[src/rtl/mult_div_unit_pkg.sv]
// Shared definitions for the multiply/divide unit: operation encodings, FSM
// states and the default operand width. Also imported by the EX-stage decoder
// and the result-mux select logic.
package mult_div_unit_pkg;

  localparam int unsigned MDU_WIDTH = 32;

  typedef enum logic [1:0] {
    OP_MULTU = 2'b00,
    OP_MULT  = 2'b01,
    OP_DIVU  = 2'b10,
    OP_DIV   = 2'b11
  } op_e;

  typedef enum logic [1:0] {
    StIdle = 2'b00,
    StCalc = 2'b01,
    StFix  = 2'b10
  } state_e;

  // Op[0] selects signed operation, Op[1] selects divide.
  function automatic logic op_is_signed(logic [1:0] op);
    return op[0];
  endfunction

  function automatic logic op_is_div(logic [1:0] op);
    return op[1];
  endfunction

endpackage

[src/rtl/mdu_negate.sv]
// Conditional two's-complement negate. y = en ? (~a + cin) : a.
// cin/cout let two instances form a double-width negate: the low half uses
// cin=1 and its carry-out feeds the high half's cin.
module mdu_negate #(
  parameter int unsigned WIDTH = 32
) (
  input  logic             en,
  input  logic             cin,
  input  logic [WIDTH-1:0] a,
  output logic [WIDTH-1:0] y,
  output logic             cout
);

  logic [WIDTH:0] sum;

  // Invert-and-increment, bypassed when not enabled.
  always_comb begin
    sum  = {1'b0, ~a} + {{WIDTH{1'b0}}, cin};
    y    = en ? sum[WIDTH-1:0] : a;
    cout = sum[WIDTH];
  end

endmodule

[src/rtl/mult_div_unit.sv]
// Multi-cycle MIPS multiply/divide unit (MULT, MULTU, DIV, DIVU) writing HI/LO.
// Works on operand magnitudes one bit per cycle (shift-add multiply, restoring
// divide), then applies the sign fix-up in a single FIX cycle.
module mult_div_unit
  import mult_div_unit_pkg::*;
#(
  parameter int unsigned WIDTH = MDU_WIDTH
) (
  input  logic             clk,
  input  logic             rst_n,
  input  logic             Start,
  input  logic [1:0]       Op,
  input  logic [WIDTH-1:0] A,
  input  logic [WIDTH-1:0] B,
  output logic             Busy,
  output logic             Done,
  output logic             DivZero,
  output logic [WIDTH-1:0] Hi,
  output logic [WIDTH-1:0] Lo
);

  localparam int unsigned CntW = (WIDTH > 1) ? $clog2(WIDTH) : 1;
  localparam logic [CntW-1:0] CntInit = CntW'(WIDTH - 1);

  state_e             state_q;
  logic [1:0]         op_q;
  logic               sign_a_q, sign_b_q;
  logic               dz_q;
  logic [WIDTH-1:0]   opnd_q;      // multiplicand or divisor magnitude
  logic [2*WIDTH-1:0] acc_q;       // {hi, lo}: product, or {rem, quo}
  logic [CntW-1:0]    cnt_q;
  logic               busy_q, done_q, divzero_q;
  logic [WIDTH-1:0]   hi_q, lo_q;

  // Operand magnitudes, taken only for signed ops with a negative operand.
  logic             neg_a, neg_b;
  logic [WIDTH-1:0] a_abs, b_abs;
  logic             unused_a_cout, unused_b_cout, unused_hi_cout;

  assign neg_a = op_is_signed(Op) & A[WIDTH-1];
  assign neg_b = op_is_signed(Op) & B[WIDTH-1];

  mdu_negate #(.WIDTH(WIDTH)) u_abs_a (
    .en   (neg_a),
    .cin  (1'b1),
    .a    (A),
    .y    (a_abs),
    .cout (unused_a_cout)
  );

  mdu_negate #(.WIDTH(WIDTH)) u_abs_b (
    .en   (neg_b),
    .cin  (1'b1),
    .a    (B),
    .y    (b_abs),
    .cout (unused_b_cout)
  );

  // Result fix-up. For multiply the two instances chain into a 2W negate;
  // for divide the quotient (low) and remainder (high) negate independently.
  logic             is_div_q, neg_lo, neg_hi, lo_cout, hi_cin;
  logic [WIDTH-1:0] lo_fix, hi_fix;

  assign is_div_q = op_is_div(op_q);
  assign neg_lo   = sign_a_q ^ sign_b_q;
  assign neg_hi   = is_div_q ? sign_a_q : neg_lo;
  assign hi_cin   = is_div_q ? 1'b1 : lo_cout;

  mdu_negate #(.WIDTH(WIDTH)) u_fix_lo (
    .en   (neg_lo),
    .cin  (1'b1),
    .a    (acc_q[WIDTH-1:0]),
    .y    (lo_fix),
    .cout (lo_cout)
  );

  mdu_negate #(.WIDTH(WIDTH)) u_fix_hi (
    .en   (neg_hi),
    .cin  (hi_cin),
    .a    (acc_q[2*WIDTH-1:WIDTH]),
    .y    (hi_fix),
    .cout (unused_hi_cout)
  );

  // One iteration of each datapath; the FSM picks the one matching op_q.
  logic [WIDTH:0]     mul_sum, div_trial;
  logic [2*WIDTH-1:0] mul_next, div_next;

  always_comb begin
    mul_sum   = {1'b0, acc_q[2*WIDTH-1:WIDTH]} + ({1'b0, opnd_q} & {(WIDTH+1){acc_q[0]}});
    mul_next  = {mul_sum, acc_q[WIDTH-1:1]};
    // Trial subtract on the shifted remainder; sign bit set means it did not fit.
    div_trial = acc_q[2*WIDTH-1:WIDTH-1] - {1'b0, opnd_q};
    div_next  = div_trial[WIDTH] ? {acc_q[2*WIDTH-2:0], 1'b0}
                                 : {div_trial[WIDTH-1:0], acc_q[WIDTH-2:0], 1'b1};
  end

  // Control FSM with registered Busy/Done/DivZero and HI/LO.
  always_ff @(posedge clk or negedge rst_n) begin
    if (!rst_n) begin
      state_q   <= StIdle;
      op_q      <= '0;
      sign_a_q  <= 1'b0;
      sign_b_q  <= 1'b0;
      dz_q      <= 1'b0;
      opnd_q    <= '0;
      acc_q     <= '0;
      cnt_q     <= '0;
      busy_q    <= 1'b0;
      done_q    <= 1'b0;
      divzero_q <= 1'b0;
      hi_q      <= '0;
      lo_q      <= '0;
    end else begin
      unique case (state_q)
        StIdle: begin
          done_q <= 1'b0;
          if (Start) begin
            op_q      <= Op;
            sign_a_q  <= neg_a;
            sign_b_q  <= neg_b;
            busy_q    <= 1'b1;
            divzero_q <= 1'b0;
            cnt_q     <= CntInit;
            if (op_is_div(Op)) begin
              // Divide by zero parks raw A in the high half for the FIX write.
              dz_q    <= (B == '0);
              opnd_q  <= b_abs;
              acc_q   <= {((B == '0) ? A : {WIDTH{1'b0}}), a_abs};
              state_q <= (B == '0) ? StFix : StCalc;
            end else begin
              dz_q    <= 1'b0;
              opnd_q  <= a_abs;
              acc_q   <= {{WIDTH{1'b0}}, b_abs};
              state_q <= StCalc;
            end
          end
        end
        StCalc: begin
          acc_q <= is_div_q ? div_next : mul_next;
          if (cnt_q == '0) begin
            state_q <= StFix;
          end else begin
            cnt_q <= cnt_q - 1'b1;
          end
        end
        StFix: begin
          if (dz_q) begin
            hi_q      <= acc_q[2*WIDTH-1:WIDTH];
            lo_q      <= {WIDTH{1'b1}};
            divzero_q <= 1'b1;
          end else begin
            hi_q <= hi_fix;
            lo_q <= lo_fix;
          end
          done_q  <= 1'b1;
          busy_q  <= 1'b0;
          state_q <= StIdle;
        end
        default: state_q <= StIdle;
      endcase
    end
  end

  assign Busy    = busy_q;
  assign Done    = done_q;
  assign DivZero = divzero_q;
  assign Hi      = hi_q;
  assign Lo      = lo_q;

endmodule
[config.mk]
export PLATFORM = sky130hd
export DESIGN_NAME = mult_div_unit
export DESIGN_NICKNAME = d
export VERILOG_FILES = /design/src/rtl/mult_div_unit_pkg.sv /design/src/rtl/mdu_negate.sv /design/src/rtl/mult_div_unit.sv
export SDC_FILE = /design/constraint.sdc
export NUM_CORES = 1
export LEC_CHECK = 0
export CAP_MARGIN = 15
export CORE_AREA = 2 2 160 162
export DETAILED_ROUTE_END_ITERATION = 10
export DIE_AREA = 0 0 162 164
export GPL_ROUTABILITY_DRIVEN = 0
export MAX_ROUTING_LAYER = met4
export PLACE_DENSITY = 0.82
export SYNTH_ARGS = -nofsm -noshare
export SYNTH_HDL_FRONTEND = slang
export SYNTH_SLANG_ARGS = --single-unit
[constraint.sdc]
create_clock -name clk -period 4.65 [get_ports clk]
set_input_delay 0.93 -clock clk [delete_from_list [all_inputs] [get_ports clk]]
set_output_delay 0.93 -clock clk [all_outputs]
set_load 0.01 [all_outputs]
# Word level (Yosys, flattened, before mapping)
# Index checks and enable logic that the tools add are counted.
# word_totals
reg_bits,175
inputBits,69
output_inout_bits,67
# op_classes
n_addsub,7
n_eq_ne,6
n_mux,30
bitwise,8
n_reduce_logical,11
# op_table
cell,n
$mux 32,8
$mux 64,4
$not 32->32,4
$pmux 64 s2,1
$add 32x1->32 const B,2
$add 32x1->33 const B,1
$add 32x33->33,1
$and 32x33->33,1
$sub 33x32->33,1
$add 32x1->32,1
$logic_not 32->1,1
$mux 5,2
$pmux 5 s2,1
$mux 2,4
$ne 2x2->1 const B,4
$reduce_and 2->1,4
$mux 1,6
$pmux 1 s2,3
$reduce_and 3->1,2
$logic_not 5->1,1
$sub 5x1->5 const B,1
$pmux 2 s2,1
$reduce_bool 2->1,2
$and 1x1->1,2
other kinds (4),4

# Logic depth before layout (Yosys ltp)
# depth
word_depth,6
mapped_depth,17

# Cells and area by module
# Synthesis repeated with hierarchy kept, for this count alone.
# hier_totals
cells_unflattened,1957
area_unflattened_um2,16065.4
# by_module_without_submodules
mod,n_inst,cells_each,area_each_um2,seq_area_each_um2
mult_div_unit,1,1501,12522.0,4354.2
mdu_negate,4,114,885.8,0.0

# Least setup slack after synthesis
# Ideal clock, no wire load.
# synth_path
kind,register to register
startpoint,reg acc_q[0]
endpoint,reg hi_q[28] (netlist: Hi[28])
t_arrival_ns,3.656
t_required_ns,4.516
slack_ns,0.860
stages_incl_launch_ff,18
n_path_buf,1
period_less_slack_ns,3.790
path_cell_list,dfrtp_1 -> inv_1 -> clkbuf_1 -> ha_1 -> nand2_1 -> or4_1 -> inv_1 -> nand2_1 -> nor3_1 -> a31o_2 -> ha_1 -> ha_1 -> nor3b_1 -> and2_1 -> nand2_1 -> o41ai_1 -> xor2_1 -> o21ai_0
# synth_between
elab_chain_cells,6
# synth_rtl
element,line_no,source
start: declaration,mult_div_unit.sv:30,logic [2*WIDTH-1:0] acc_q;
start signal: assignment,mult_div_unit.sv:129,"acc_q <= {((B == '0) ? A : {WIDTH{1'b0}}), a_abs};"
start signal: assignment,mult_div_unit.sv:134,"acc_q <= {{WIDTH{1'b0}}, b_abs};"
start signal: assignment,mult_div_unit.sv:140,acc_q <= is_div_q ? div_next : mul_next;
$not 32->32,mdu_negate.sv:18,"sum = {1'b0, ~a} + {{WIDTH{1'b0}}, cin};"
$add 32x1->33,mdu_negate.sv:18,
$mux 1,mult_div_unit.sv:67,assign hi_cin = is_div_q ? 1'b1 : lo_cout;
$add 32x1->32,mdu_negate.sv:18,
$mux 32,mdu_negate.sv:19,y = en ? sum[WIDTH-1:0] : a;
$mux 32,mult_div_unit.sv:148,if (dz_q) begin
end signal: assignment,mult_div_unit.sv:149,hi_q <= acc_q[2*WIDTH-1:WIDTH];
end signal: assignment,mult_div_unit.sv:153,hi_q <= hi_fix;
end: declaration,mult_div_unit.sv:33,"logic [WIDTH-1:0] hi_q, lo_q;"
# Every way passes these cells.
# A chain may end at the register's enable or synchronous reset.

# Worst setup path after layout
# layout_path
startpoint,reg acc_q[4]
endpoint,reg hi_q[28] (netlist: Hi[28])
# The elaborated chain is that of the path after synthesis.

==> key figures <==
GRT
  • Vias in the first global route: 13,781
  • Most Used Layer, Global Route: met2
  • Met1 global-route usage: 45.2%
  • Initial antenna violation count: 1
  • Grt met3 use: 7.32%
  • First-pass GRT wire length: 71.8 mm
  • Total track usage: 35.1%
  • Grt total ovfl: 0
  • Largest net degree at the start of global routing: 75
  • GR met2 Demand/Resource: 53.2%

Worst hold path
  • Hold Crit Class: in2async

Timing
  • Final setup margin: 0.395 ns
  • Worst-Margin Slew: 1.12 ns
  • Share of the clock period used by the worst path: 91.5%
  • Maximum clock rate: approximately 0.24 GHz
  • Setup violations, final: 0
  • Crit path time final: roughly 4.3 ns
  • Max-slew violations: 0
  • Slew Limit Headroom: 24.6%
  • Final hold slack: 0.476 ns
  • Final Hold Fails: 0
  • Setup TNS Final: 0 ns
  • RSZ-0062 raised after global routing: no
  • Clock Skew: ~0.022 ns

Route
  • DR vias: between 10,000 and 15,000
  • Vias per cell: 6.38
  • Routed WL: 45.4 mm
  • WL/cell: 19.7 um
  • Initial DRC Count: approximately 1,800
  • DRC: 0
  • DR pass1 iterations: 6
  • Detail Route Antenna Nets: 0

Worst setup path
  • CP Depth: 16
  • Worst R2R Path Depth: 16
  • Critical Path RT: roughly 5 ns
  • Crit path capture type: flop
  • Worst path slowest cell: or4_1
  • Crit path buf inv count: 1
  • Startpoint Class: flop
  • Most used cell along the critical path: nand2_1
  • CP Cell Sequence: nor3_1 -> nor3b_1 -> nand2_1 -> or4_1 -> inv_1 -> nand2_1 -> nor3_1 -> a31o_2 -> ha_1 -> ha_1 -> nor3b_2 -> and2_1 -> nand2_1 -> o41ai_1 -> xor2_1 -> o21ai_0
  • Reg2reg end: Hi[28]
  • Crit Path Category: reg2reg
  • Reg2reg start: acc_q[4]
  • Delay-heaviest family, CP: simple AND/OR/NAND/NOR gates
  • Critical path peak fanout: 6
  • Slowest stage delay, CP: approximately 0.65 ns
  • Reg2reg setup slack: 0.39 ns
  • Setup crit end: Hi[28]
  • Worst EP arrival: around 4.5 ns
  • Origin of the worst setup path: acc_q[4]

Clock network
  • CTS tree: yes
  • Postcts setup bufs: 0
  • H-tree Lvls: 4
  • Clock Tree Buf Depth: 2
  • Hold buffer count at cts: 0
  • Root Driver: clkbuf_16
  • PostCTS Resize Cnt: 0
  • CTS Sinks: 174
  • Total CTS buffers: 17
  • Worst-path clk slew: 0.08 ns
  • Worst-skew pair later-pin latency: 0.45 ns

Place
  • Placement Cell Area: 16,100 sq um
  • DPL Wire Length: 34.0 mm
  • Port buffer count: 135
  • Pre-CTS setup slack: 0.217 ns

Cells and area
  • Most frequent cells in the layout: a21oi_1 (225), nor2_1 (219), nand2_1 (210)
  • Share of layout cells above drive strength 1: 5.18%
  • Fillers: 2,068
  • Commonest non-fill, non-tap cell in the layout: a21oi_1
  • Area Growth Syn to Fin: 15.5%
  • Final nets: 2,098
  • Design Area, Final: 16,700 sq um

Synth
  • Synth cell types: 72
  • #FFs+latches synth: 174
  • Ys flop type: dfrtp_1
  • Seq/Total Area, Yosys: 30.1%
  • Synth area leaders: dfrtp_1 (30%), a21oi_1 (7.8%), o21ai_0 (7.1%)
  • Synthesized instance count: 1,875
  • Synth area leader: dfrtp_1
  • Share of flip-flops with an asynchronous set or reset: 100%
  • Avg Inst Size Synth: 7.73 sq um
  • Syn Nets: 2,017
  • Share of the synthesized area in the top cell type: a little under a third
  • Number of flops mapped to enable cells by yosys: 0
  • Post-Syn Area: approximately 14,000 sq um
  • Yosys warns: 0

Die
  • Core Area: 24,800 sq um
  • IO Pins: roughly 140
  • Starting utilization of the core area: slightly below 60%
  • Row Count: 58
  • Die width: approximately 160 um
  • Die Y: 164 um
  • Die area: between 20,000 and 30,000 sq um

Pwr
  • Leak: 0.00713 uW
  • Maximum VDD drop: 0.462 mV
  • PD cells: roughly 790 nW/um^2

Run status
  • Status: completed

Flow run
  • Max-Cap Viols: 0
## synthesized netlist by cell type (all sizes together), types with 13 or more instances
cell type    n
ha          71
xnor2       90
inv         70
a31oi       18
nand3       21
a21oi      225
dfrtp      174
o21bai      15
o31ai       29
o21ai      207
or3         17
mux2i       51
nand2b      14
nor2       221
o41ai       13
xor2        86
nor3        31
nand2      211
clkbuf      89
a21o        28
nor4        18
o21a        13
buf         16
## per-layer routing
metal | part of all wire [%] | vias to the layer above
met2 | 44 | 814
met3 | 10 | 179
met5 | 0 | -
li1 | - | 6821
met1 | 40 | 6863
met4 | 5.0 | 0
## worst register-to-register path, cell delays in order, from the launching register on
cell and delay [ns]:
dfrtp_1 0.45, nor3_1 0.29, nor3b_1 0.30, nand2_1 0.17
or4_1 0.65, inv_1 0.09, nand2_1 0.13, nor3_1 0.18
a31o_2 0.21, ha_1 0.19, ha_1 0.16, nor3b_2 0.30
and2_1 0.25, nand2_1 0.10, o41ai_1 0.36, xor2_1 0.17
o21ai_0 0.08
## area by class of cell
type	instances	area (sq um)	area share [%]
Inverter	70	263	1.57
Tap cell	330	413	2.47
Clock inverter	15	179	1.07
Multi-Input combinational cell	1526	9470	56.6
Timing Repair Buffer	167	1620	9.70
Antenna cell	1	2.50	0.0150
Clock buffer	17	425	2.54
Sequential cell	174	4360	26.0
## stage by stage
stage | instances | util (%) | power (uW)
6_report | 2300 | 67.4 | 13300
5_1_grt | 2300 | 67.4 | 14300
3_5_place_dp | 2266 | 64.9 | 11400
4_1_cts | 2298 | 67.3 | 13000
3_3_place_gp | 2266 | 64.9 | 11200
2_1_floorplan | 1875 | - | 9110
## flip-flops by register name, indices dropped and copies added (netlist names)
signal	flops
Busy	1
sign_a_q	1
acc_q	64
opnd_q	32
DivZero	1
dz_q	1
cnt_q	5
Lo	32
Done	1
Hi	32
state_q	2
op_q	1
sign_b_q	1
## report_power, final
part	switching, uW	leakage [uW]	internal [uW]
combinational	5240	0.00459	3650
sequential	795	0.00224	2080
clock	736	0.000290	769
## kinds of logic after synthesis
family                   count (synthesis)  share of synthesized area (%)
AO/OA/AOI/OAI                          643                           26.7
AND/OR/NAND/NOR                        580                           17.8
XOR/XNOR                               176                           10.6
buffers and inverters                  175                           4.69
flip-flops                             174                           30.1
adder cells (fa/ha/maj)                 73                           6.41
multiplexers                            54                           3.76
## worst min path at each step
| stage | from | to | slack [ns] | depth (start not counted) |
|---|---|---|---|---|
| 2_1_floorplan | opnd_q[27] | opnd_q[27] | 0.45 | 1 |
| 3_3_place_gp | Lo[0] | Lo[0] | 0.45 | 2 |
| 3_5_place_dp | Busy | Busy | 0.46 | 2 |
| 4_1_cts | Busy | Busy | 0.48 | 2 |
| 5_1_grt | Hi[22] | Hi[22] | 0.50 | 2 |
| 6_report | rst_n | Hi[10] | 0.48 | 1 |
Power figures use the tool's default switching activity.
